`src/rtl/if_stage.sv`:
```
// ============================================================================
// if_stage: RV32IM instruction fetch. Owns the PC, absorbs i_cache miss stalls,
// applies execute-stage redirects (also during a miss), fills the IF/ID register.
// Optional: IF_ALIGN_CHECK_EN enables the sticky MISALIGN flag.
// Revision: 1.0
// ============================================================================
`default_nettype none

module if_stage #(
    parameter logic [31:0] RESET_PC  = 32'h0000_0000,
    parameter logic [31:0] NOP_INSTR = 32'h0000_0013
) (
    input  logic        CLK,
    input  logic        RESET,
    input  logic        I_BUSYWAIT,
    input  logic [31:0] I_INSTRUCTION,
    output logic [31:0] I_ADDR,
    input  logic        STALL,
    input  logic        BRANCH_TAKEN,
    input  logic [31:0] BRANCH_TARGET,
    output logic [31:0] IFID_INSTR,
    output logic [31:0] IFID_PC,
    output logic [31:0] IFID_PC4,
    output logic        IFID_VALID,
    output logic        MISALIGN
);

    typedef enum logic [1:0] {
        S_RUN        = 2'd0,
        S_MISS       = 2'd1,
        S_MISS_REDIR = 2'd2
    } state_t;

    state_t      r_state, w_state_nxt;
    logic [31:0] r_pc, w_pc_nxt;
    logic [31:0] r_pend_pc, w_pend_nxt;
    logic [31:0] r_instr, w_instr_nxt;
    logic [31:0] r_ifpc, w_ifpc_nxt;
    logic [31:0] r_ifpc4, w_ifpc4_nxt;
    logic        r_valid, w_valid_nxt;

    logic [31:0] w_tgt;
    logic [31:0] w_pc4;

    assign w_tgt = BRANCH_TARGET & ~32'h3;
    assign w_pc4 = r_pc + 32'd4;

    always_comb begin
        w_state_nxt = r_state;
        w_pc_nxt    = r_pc;
        w_pend_nxt  = r_pend_pc;
        w_instr_nxt = r_instr;
        w_ifpc_nxt  = r_ifpc;
        w_ifpc4_nxt = r_ifpc4;
        w_valid_nxt = r_valid;

        if (I_BUSYWAIT) begin
            // PC must not move: the cache tags its fill with the live address
            if (!STALL) begin
                w_instr_nxt = NOP_INSTR;
                w_valid_nxt = 1'b0;
            end
            if (BRANCH_TAKEN) begin
                w_pend_nxt  = w_tgt;
                w_state_nxt = S_MISS_REDIR;
            end else if (r_state != S_MISS_REDIR) begin
                w_state_nxt = S_MISS;
            end
        end else if (r_state == S_MISS_REDIR) begin
            w_pc_nxt    = BRANCH_TAKEN ? w_tgt : r_pend_pc;
            w_instr_nxt = NOP_INSTR;
            w_valid_nxt = 1'b0;
            w_state_nxt = S_RUN;
        end else begin
            w_state_nxt = S_RUN;
            if (BRANCH_TAKEN) begin
                w_pc_nxt    = w_tgt;
                w_instr_nxt = NOP_INSTR;
                w_valid_nxt = 1'b0;
            end else if (!STALL) begin
                w_instr_nxt = I_INSTRUCTION;
                w_ifpc_nxt  = r_pc;
                w_ifpc4_nxt = w_pc4;
                w_valid_nxt = 1'b1;
                w_pc_nxt    = w_pc4;
            end
        end
    end

    always_ff @(posedge CLK or negedge RESET) begin
        if (!RESET) begin
            r_state   <= S_RUN;
            r_pc      <= RESET_PC;
            r_pend_pc <= 32'h0;
            r_instr   <= NOP_INSTR;
            r_ifpc    <= 32'h0;
            r_ifpc4   <= 32'h0;
            r_valid   <= 1'b0;
        end else begin
            r_state   <= w_state_nxt;
            r_pc      <= w_pc_nxt;
            r_pend_pc <= w_pend_nxt;
            r_instr   <= w_instr_nxt;
            r_ifpc    <= w_ifpc_nxt;
            r_ifpc4   <= w_ifpc4_nxt;
            r_valid   <= w_valid_nxt;
        end
    end

`ifdef IF_ALIGN_CHECK_EN
    logic r_misalign;

    always_ff @(posedge CLK or negedge RESET) begin
        if (!RESET) begin
            r_misalign <= 1'b0;
        end else if (BRANCH_TAKEN && (BRANCH_TARGET[1:0] != 2'b00)) begin
            r_misalign <= 1'b1;
        end
    end

    assign MISALIGN = r_misalign;
`else
    assign MISALIGN = 1'b0;
`endif

    assign I_ADDR     = r_pc;
    assign IFID_INSTR = r_instr;
    assign IFID_PC    = r_ifpc;
    assign IFID_PC4   = r_ifpc4;
    assign IFID_VALID = r_valid;

endmodule

`default_nettype wire

```
`config.mk`:
```
export PLATFORM = sky130hd
export DESIGN_NAME = if_stage
export DESIGN_NICKNAME = d
export VERILOG_FILES = /design/src/rtl/if_stage.sv
export SDC_FILE = /design/constraint.sdc
export NUM_CORES = 1
export LEC_CHECK = 0
export BUFFER_PORTS_ARGS = -buffer_cell sky130_fd_sc_hd__buf_2
export CAP_MARGIN = 15
export CORE_MARGIN = 10
export CORE_UTILIZATION = 40
export CTS_CLUSTER_DIAMETER = 200
export CTS_CLUSTER_SIZE = 40
export DETAILED_ROUTE_END_ITERATION = 10
export PLACE_DENSITY = 0.74
export SLEW_MARGIN = 10
export SYNTH_ARGS = -nofsm -noshare
export SYNTH_HDL_FRONTEND = slang
export SYNTH_SLANG_ARGS = --single-unit
```
`constraint.sdc`:
```
create_clock -name CLK -period 5.1 [get_ports CLK]
set_clock_uncertainty 0.2 [all_clocks]
set_input_delay 0.765 -clock CLK [delete_from_list [all_inputs] [get_ports CLK]]
set_output_delay 0.765 -clock CLK [all_outputs]
set_load 0.02 [all_outputs]
```
Word level (Yosys, flattened, before mapping):

Index checks and enable logic that the tools add are counted.

* register bits after elaboration: 163

* $add $sub $neg: 1
* eq/ne operators: 5
* mux-type cells: 17
* bitwise logic cells: 4
* reductions and logical operators: 3

Operators by type and width (number)
* two-way mux 32 bit: 9
* adder 32 x 3 -> 32 bit, second input constant: 1
* two-way mux 2 bit: 3
* inequality test 3 x 1 -> 1 bit, second input constant: 2
* two-way mux 1 bit: 5
* inequality test 2 bit, second input constant: 2
* inverter 1 bit: 4
* AND reduction 2 bit: 2
* AND reduction 4 bit: 1
* equality test 2 bit, second input constant: 1

Logic depth before layout (Yosys ltp):

Gate-level depths: netlist (run 1).

* depth in word-level cells: 4
* gate-level depth with buffers: 8

Least setup slack after synthesis (run 1):

OpenSTA, ideal clock, no wires.

* path type: input to register
* from: input port I_BUSYWAIT
* to: register r_ifpc4[30] (netlist: IFID_PC4[30])
* data arrival time: 1.883 ns
* required time: 4.830 ns
* slack: 2.948 ns
* cell stages on the path: 4
* buffers on the path: 0
* cell sequence: or2_1 -> or4_1 -> or4_4 -> nand3_1

* longest elaborated chain between the ends: 2

RTL lines
* from (decl): line 15 `input logic I_BUSYWAIT,`
* inverter 1 bit (no line)
* AND reduction 4 bit (no line)
* to (signal assigned): line 105 `r_ifpc4 <= w_ifpc4_nxt;`
* to (decl): line 39 `logic [31:0] r_ifpc4, w_ifpc4_nxt;`

No other way between the ends.
A chain may end at the register's enable or synchronous reset.

Worst setup path in the final report (run 1):

* from: input port BRANCH_TAKEN
* to: register r_pc[2] (netlist: I_ADDR[2])

* longest elaborated chain between the ends: 2
* elaborated cells on any way between the ends: 5

RTL lines
* from (decl): line 19 `input logic BRANCH_TAKEN,`
* inequality test 3 x 1 -> 1 bit (no line), or another cell as far along
* AND reduction 2 bit (no line) / two-way mux 32 bit (equally long branches)
* to (signal assigned): line 101 `r_pc <= w_pc_nxt;`
* to (decl): line 35 `logic [31:0] r_pc, w_pc_nxt;`

Parallel ways exist; a longest one is shown, timed or not.

==> flow_metrics.env, run 1 <==
export IMPL_clock_fmax_mhz=329
export IMPL_areaGrowthSynthToFinish_pct=20.8
export IMPL_drv_cap=0
export IMPL_rows=50
export IMPL_worstSetupPathType="primary input to flop"
export IMPL_drive_above_1_share=0.305
export IMPL_yosysMostFrequentCell="nand2_1"
export IMPL_crit_family="buffers and inverters"
export IMPL_grt_usage=0.181
export IMPL_seq_area_frac_synth=0.525
export IMPL_rr_startpoint="r_state[0]"
export IMPL_post_cts_buffers=0
export IMPL_syn_area_mm2=0.00768
export IMPL_cp_slowest_cell="buf_2"
export IMPL_portBuffers=195
export IMPL_avgViaCountPerCell=5.49
export IMPL_routed_wl_mm=22.9
export IMPL_wl_per_cell_um=19.5
export IMPL_hpwl_mm=16.4
export IMPL_place_congestion=0.855
export IMPL_first_global_vias=6280
export IMPL_final_setup_tns_ps=0
export IMPL_grt_pass1_wl_mm=35.6
export IMPL_drc=0
export IMPL_start_util=0.409
export IMPL_final_hold_violation_count=0
export IMPL_synth_top_area_frac=0.515
export IMPL_critPathBufInv=4
export IMPL_rsz0062_at_grt="false"
export IMPL_htreeDepth=4
export IMPL_slowest_delay_ps=690
export IMPL_clockRootBuffer="clkbuf_16"
export IMPL_critPathRequiredTime_ps=5220
export IMPL_dp_slack_ps=1650
export IMPL_timing_final_max_slew_violations=0
export IMPL_synthTopCellsByArea="dfrtp_1, nand2_1, mux2_2"
export IMPL_power_density_mw_per_mm2=427
export IMPL_leakage_nw=4.44
export IMPL_antenna_found_initial=6
export IMPL_peakVddDrop_uv=211
export IMPL_yosysTopAreaCell="dfrtp_1"
export IMPL_cp_start_kind="primary input"
export IMPL_timing_final_crit_share=0.595
export IMPL_clkSinkCount=161
export IMPL_die_h_um=159
export IMPL_syn_mean_instance_area_um2=9.99
export IMPL_yosys_top_cells_count="nand2_1, dfrtp_1, o21ai_0, mux2_2, a22o_1"
export IMPL_tightest_slew_ps=1080
export IMPL_setup_ws_ps=2060
export IMPL_cts_tree="yes"
export IMPL_ctsHoldBuffers=0
export IMPL_core_area_mm2=0.0188
export IMPL_synth_flop_cell="dfrtp_1"
export IMPL_vias=6438
export IMPL_timing_rr_end="I_ADDR[24]"
export IMPL_ys_types=67
export IMPL_yosys_warnings=0
export IMPL_hold_path_class="primary input to asynchronous set/reset pin"
export IMPL_rr_worst_depth=4
export IMPL_crit_arrival_ps=3150
export IMPL_crit_fanout=58
export IMPL_dieArea_mm2=0.0251
export IMPL_crit_path_end_kind="flop"
export IMPL_timing_hold_ws_ps=186
export IMPL_grt_overflow=0
export IMPL_path_clk_slew_ps=60
export IMPL_clockBufferDepth=2
export IMPL_cts_buffers=17
export IMPL_max_slew_margin_rel=0.283
export IMPL_insertion_delay_ps=430
export IMPL_fin_nets=991
export IMPL_syn_num_nets=839
export IMPL_synth_edf_count=0
export IMPL_first_pass_iters=5
export IMPL_synth_cells=769
export IMPL_setup_viol=0
export IMPL_path_cells="buf_2, clkinv_1, buf_4, a31oi_2, buf_4, a31oi_1, o221a_2"
export IMPL_grt_start_max_net_pins=90
export IMPL_ios=199
export IMPL_antenna_left=0
export IMPL_reg2reg_slack_ps=2150
export IMPL_cp_startpoint="BRANCH_TAKEN"
export IMPL_ys_ff_latch=161
export IMPL_async_flop_share=1.00
export IMPL_drt_iter0_drc=651
export IMPL_cts_resized=0
export IMPL_fp_dieW_um=159
export IMPL_cpMostUsedCell="buf_4"
export IMPL_status="finished clean"
export IMPL_period_needed_ps=3040
-- placed cells by master, fill, tap and decap left out, types with 4 or more instances in the layout --
cell / synthesis / routed
and3_1: 9 / 9
a211oi_1: 4 / 4
o21ai_0: 49 / 49
clkbuf_16: 0 / 17
nor3_1: 11 / 10
o211ai_1: 20 / 20
nor4_1: 4 / 4
nor2_1: 12 / 12
xnor2_1: 13 / 13
a22o_1: 29 / 29
clkinv_2: 0 / 4
a21oi_1: 10 / 10
buf_4: 17 / 9
nand2b_1: 15 / 15
nand3_1: 25 / 24
buf_2: 21 / 194
mux2_2: 31 / 31
inv_1: 8 / 8
nand4_1: 25 / 25
mux2i_1: 4 / 4
or4_1: 14 / 14
dfrtp_1: 158 / 158
o31a_1: 5 / 5
clkbuf_8: 0 / 4
o22ai_1: 6 / 6
and2_1: 9 / 9
a31oi_1: 9 / 8
nand2_1: 162 / 162
diode_2: 0 / 5
o2bb2ai_1: 6 / 6
and4_1: 4 / 4
-- cells by family after synthesis --
logic type               count (synthesis)  share of synthesized area
XOR/XNOR                                13                     0.0148
AO/OA/AOI/OAI                          168                      0.152
other                                    1                   0.000488
flip-flops                             161                      0.525
AND/OR/NAND/NOR                        310                      0.203
adder cells (fa/ha/maj)                  1                    0.00163
multiplexers                            35                     0.0507
buffers and inverters                   80                     0.0529
-- sequential cells by signal (all words and copies together), names as in the netlist --
signal      count
IFID_PC        32
IFID_INSTR     32
r_state         2
r_pend_pc      32
IFID_VALID      1
IFID_PC4       30
I_ADDR         32
-- metal layers --
layer,share of wire,vias to the layer above,GRT usage
met5,0.00087,-,0
met4,0.024,2,0.0653
met3,0.078,40,0.0529
met2,0.46,229,0.273
met1,0.44,3099,0.242
li1,-,3068,-
-- cell type report --
| class | instances | area, µm² |
|---|---|---|
| repair buffers | 204 | 1050 |
| multi-input cells | 528 | 3270 |
| fillers | 1753 | 9490 |
| diodes | 5 | 12.5 |
| clock buffers | 23 | 488 |
| well taps | 234 | 293 |
| flip-flops and latches | 161 | 4030 |
| clock inverters | 9 | 105 |
| inverters | 9 | 33.8 |
-- worst max path at each step --
stage | to | depth (start not counted)
final | I_ADDR[2] | 7
after global routing | I_ADDR[2] | 7
after CTS | I_ADDR[2] | 7
after detailed placement | I_ADDR[2] | 7
after global placement | I_ADDR[2] | 7
after floorplan | IFID_PC4[30] | 4
-- metrics by stage --
stage,total power [mW],cells,util,instance area [µm²]
6_report,3.96,1173,0.494,9280
5_1_grt,4.17,1169,0.494,9270
4_1_cts,4.00,1168,0.494,9270
3_5_place_dp,2.70,1136,0.462,8670
3_3_place_gp,2.68,1136,0.462,8670
2_1_floorplan,2.30,769,-,7680
-- report_power, final --
group | switching (mW) | internal, mW
clock | 0.519 | 0.771
combinational | 0.625 | 0.332
sequential | 0.216 | 1.50
total | 1.36 | 2.60
(Power assumes the default switching activity.)
==> inputs of run 2 (changes only) <==
Settings changed: ABC_AREA set to 1, PLACE_DENSITY 0.74 to 0.75.
Clock period 5.1 ns to 3.01 ns, I/O delays scaled along.
==> run 2 against run 1 <==
Against the previous run:
- synthesized cell count up 12%
- final cell count increased by 10%
- via count down 2.7%
- combinational power rose by 65%
- clock power up 69%
- register-to-register slack got worse by 1400 ps
- design area fell by 2.2%
- routed wire length shrank 4.5%
- die area fell by 4.3%
- critical endpoint is now IFID_PC[28]
==> flow_metrics.env, run 2 <==
export IMPL_status="finished clean"
export IMPL_syn_area_mm2=0.00730
export IMPL_top_layer="met5"
export IMPL_place_congestion=0.896
export IMPL_cts_buffers=17
export IMPL_rsz0062_at_grt="false"
export IMPL_ys_ff_latch=161
export IMPL_syn_num_nets=930
export IMPL_synth_edf_count=0
export IMPL_worstSetupPathType="flop to flop"
export IMPL_tightest_slew_ps=684
export IMPL_cts_tree="yes"
export IMPL_ios=199
export IMPL_reg2reg_slack_ps=770
export IMPL_timing_rr_end="IFID_PC[28]"
export IMPL_core_area_mm2=0.0180
export IMPL_drc=0
export IMPL_areaGrowthSynthToFinish_pct=24.3
export IMPL_grt_usage=0.182
export IMPL_grt_start_max_net_pins=67
export IMPL_hpwl_mm=16.5
export IMPL_grt_overflow=0
export IMPL_clock_fmax_mhz=446
export IMPL_drt_iter0_drc=605
export IMPL_seqCellArea_mm2=0.00403
export IMPL_final_cell_mix="nand2_1, buf_2, dfrtp_1, nor2_1, a22o_1"
export IMPL_first_global_vias=6293
export IMPL_wl_per_cell_um=17.0
export IMPL_yosys_warnings=0
export IMPL_die_h_um=155
export IMPL_synth_cells=860
export IMPL_critPathRequiredTime_ps=3080
export IMPL_fin_nets=1111
export IMPL_fillers=1690
export IMPL_final_hold_violation_count=0
export IMPL_fp_dieW_um=155
export IMPL_synthTopCellsByArea="dfrtp_1, nand2_1, a22o_1"
export IMPL_dieArea_mm2=0.0241
export IMPL_rr_startpoint="r_state[0]"
export IMPL_portBuffers=195
export IMPL_met1_length_mm=9.36
export IMPL_clockBufferDepth=2
export IMPL_routed_wl_met3_mm=2.26
export IMPL_multi_input_area_mm2=0.00287
export IMPL_hold_end="r_pend_pc[11]"
export IMPL_drive_above_1_share=0.253
export IMPL_timing_final_crit_share=0.744
export IMPL_dp_slack_ps=660
export IMPL_crit_fanout=66
export IMPL_timing_final_max_slew_violations=0
export IMPL_hold_path_class="primary input to flop"
export IMPL_leakage_nw=4.90
export IMPL_synth_top_area_frac=0.541
export IMPL_peakVddDrop_uv=478
export IMPL_yosysTopAreaCell="dfrtp_1"
export IMPL_vias=6267
export IMPL_hold_path_depth=3
export IMPL_setup_viol=0
export IMPL_setup_ws_ps=770
export IMPL_path_clk_slew_ps=60
export IMPL_hold_start="BRANCH_TARGET[11]"
export IMPL_htreeDepth=4
export IMPL_seq_area_frac_synth=0.552
export IMPL_cp_start_kind="flop"
export IMPL_rows=49
export IMPL_crit_path_end_kind="flop"
export IMPL_layout_commonest_cell="nand2_1"
export IMPL_yosysMostFrequentCell="nand2_1"
export IMPL_antenna_found_initial=8
export IMPL_rr_worst_depth=7
export IMPL_ys_types=34
export IMPL_async_flop_share=1.00
export IMPL_start_util=0.407
export IMPL_drv_cap=0
export IMPL_clkSinkCount=161
export IMPL_syn_mean_instance_area_um2=8.49
export IMPL_avgViaCountPerCell=4.86
export IMPL_insertion_delay_ps=420
export IMPL_max_slew_margin_rel=0.544
export IMPL_clockRootBuffer="clkbuf_16"
export IMPL_period_needed_ps=2240
export IMPL_met2_length_mm=9.86
export IMPL_routed_wl_mm=21.9
export IMPL_first_pass_iters=5
export IMPL_grt_pass1_wl_mm=35.0
export IMPL_yosys_top_cells_count="nand2_1, dfrtp_1, nor2_1, a22o_1, inv_1"
export IMPL_crit_arrival_ps=2310
export IMPL_antenna_left=0
export IMPL_synth_flop_cell="dfrtp_1"
export IMPL_power_density_mw_per_mm2=721
export IMPL_final_setup_tns_ps=0
[run 2: cell types whose count changed after synthesis, moves of 14 or more]
cell	change
o211ai_1	-20
o21ai_0	-17
nor2_1	+67
nand2_1	+185
nand4_1	-25
inv_1	+33
mux2_2	-31
nand2b_1	-15
or4_1	-14
clkbuf_1	-17
xor2_1	+14
a22o_1	+17
[run 2: logic make-up after synthesis]
| logic type | synth area share |
|---|---|
| simple gates | 0.258 |
| flops | 0.552 |
| compound gates | 0.113 |
| buf+inv | 0.0562 |
| xor+xnor | 0.0190 |
| fa+ha+maj | 0.00171 |
| other cells | 0.000513 |
[run 2: worst max path at each step]
stage	slack, ps	end	from
CTS	760	IFID_PC[28]	r_state[0]
detailed placement	660	IFID_PC[28]	BRANCH_TAKEN
global placement	730	IFID_PC[23]	BRANCH_TAKEN
floorplan	1210	I_ADDR[14]	I_ADDR[2]
finish	770	IFID_PC[28]	r_state[0]
global route	540	IFID_PC4[18]	r_state[0]
[run 2: critical path, cell delays in order (launching register included)]
cell and delay [ps]:
dfrtp_1 360, inv_1 50, nand2_1 80, nand2_1 220, nor3_4 70, inv_2 310, buf_4 580, o21ai_0 180
[run 2: power by group]
group	total, mW	switching, mW	internal (mW)
sequential	2.79	0.277	2.51
combinational	1.58	1.07	0.504
clock	2.18	0.837	1.34
total	6.55	2.19	4.36
[run 2: per-stage QoR]
stage	hold WS (ps)	instance area [µm²]	power [mW]	utilization	cells
6_report	37.6	9080	6.55	0.505	1290
5_1_grt	30.9	9060	6.91	0.504	1284
4_1_cts	22.6	9060	6.61	0.504	1283
3_5_place_dp	254	8450	4.42	0.470	1250
3_3_place_gp	250	8450	4.38	0.470	1250
2_1_floorplan	-44.1	7300	3.73	-	860
[run 2: metal layers]
| metal | GRT usage | vias to the layer above |
|---|---|---|
| met1 | 0.233 | 2896 |
| met5 | 0 | - |
| met3 | 0.0684 | 27 |
| li1 | - | 3104 |
| met4 | 0.0571 | 4 |
| met2 | 0.277 | 236 |
[run 2: what timing repair did]
action,CTS,global route
resized for setup,0,0
hold endpoints to repair,62,0
buffers inserted,0,0
hold buffers,1,0
[run 2: area by class of cell]
cell class	instances	area share
multi-input combinational	605	0.316
antenna	7	0.00193
inverter	49	0.0203
clock buffer	22	0.0511
tap	229	0.0316
timing repair buffer	207	0.120
clock inverter	10	0.0148
sequential	161	0.444
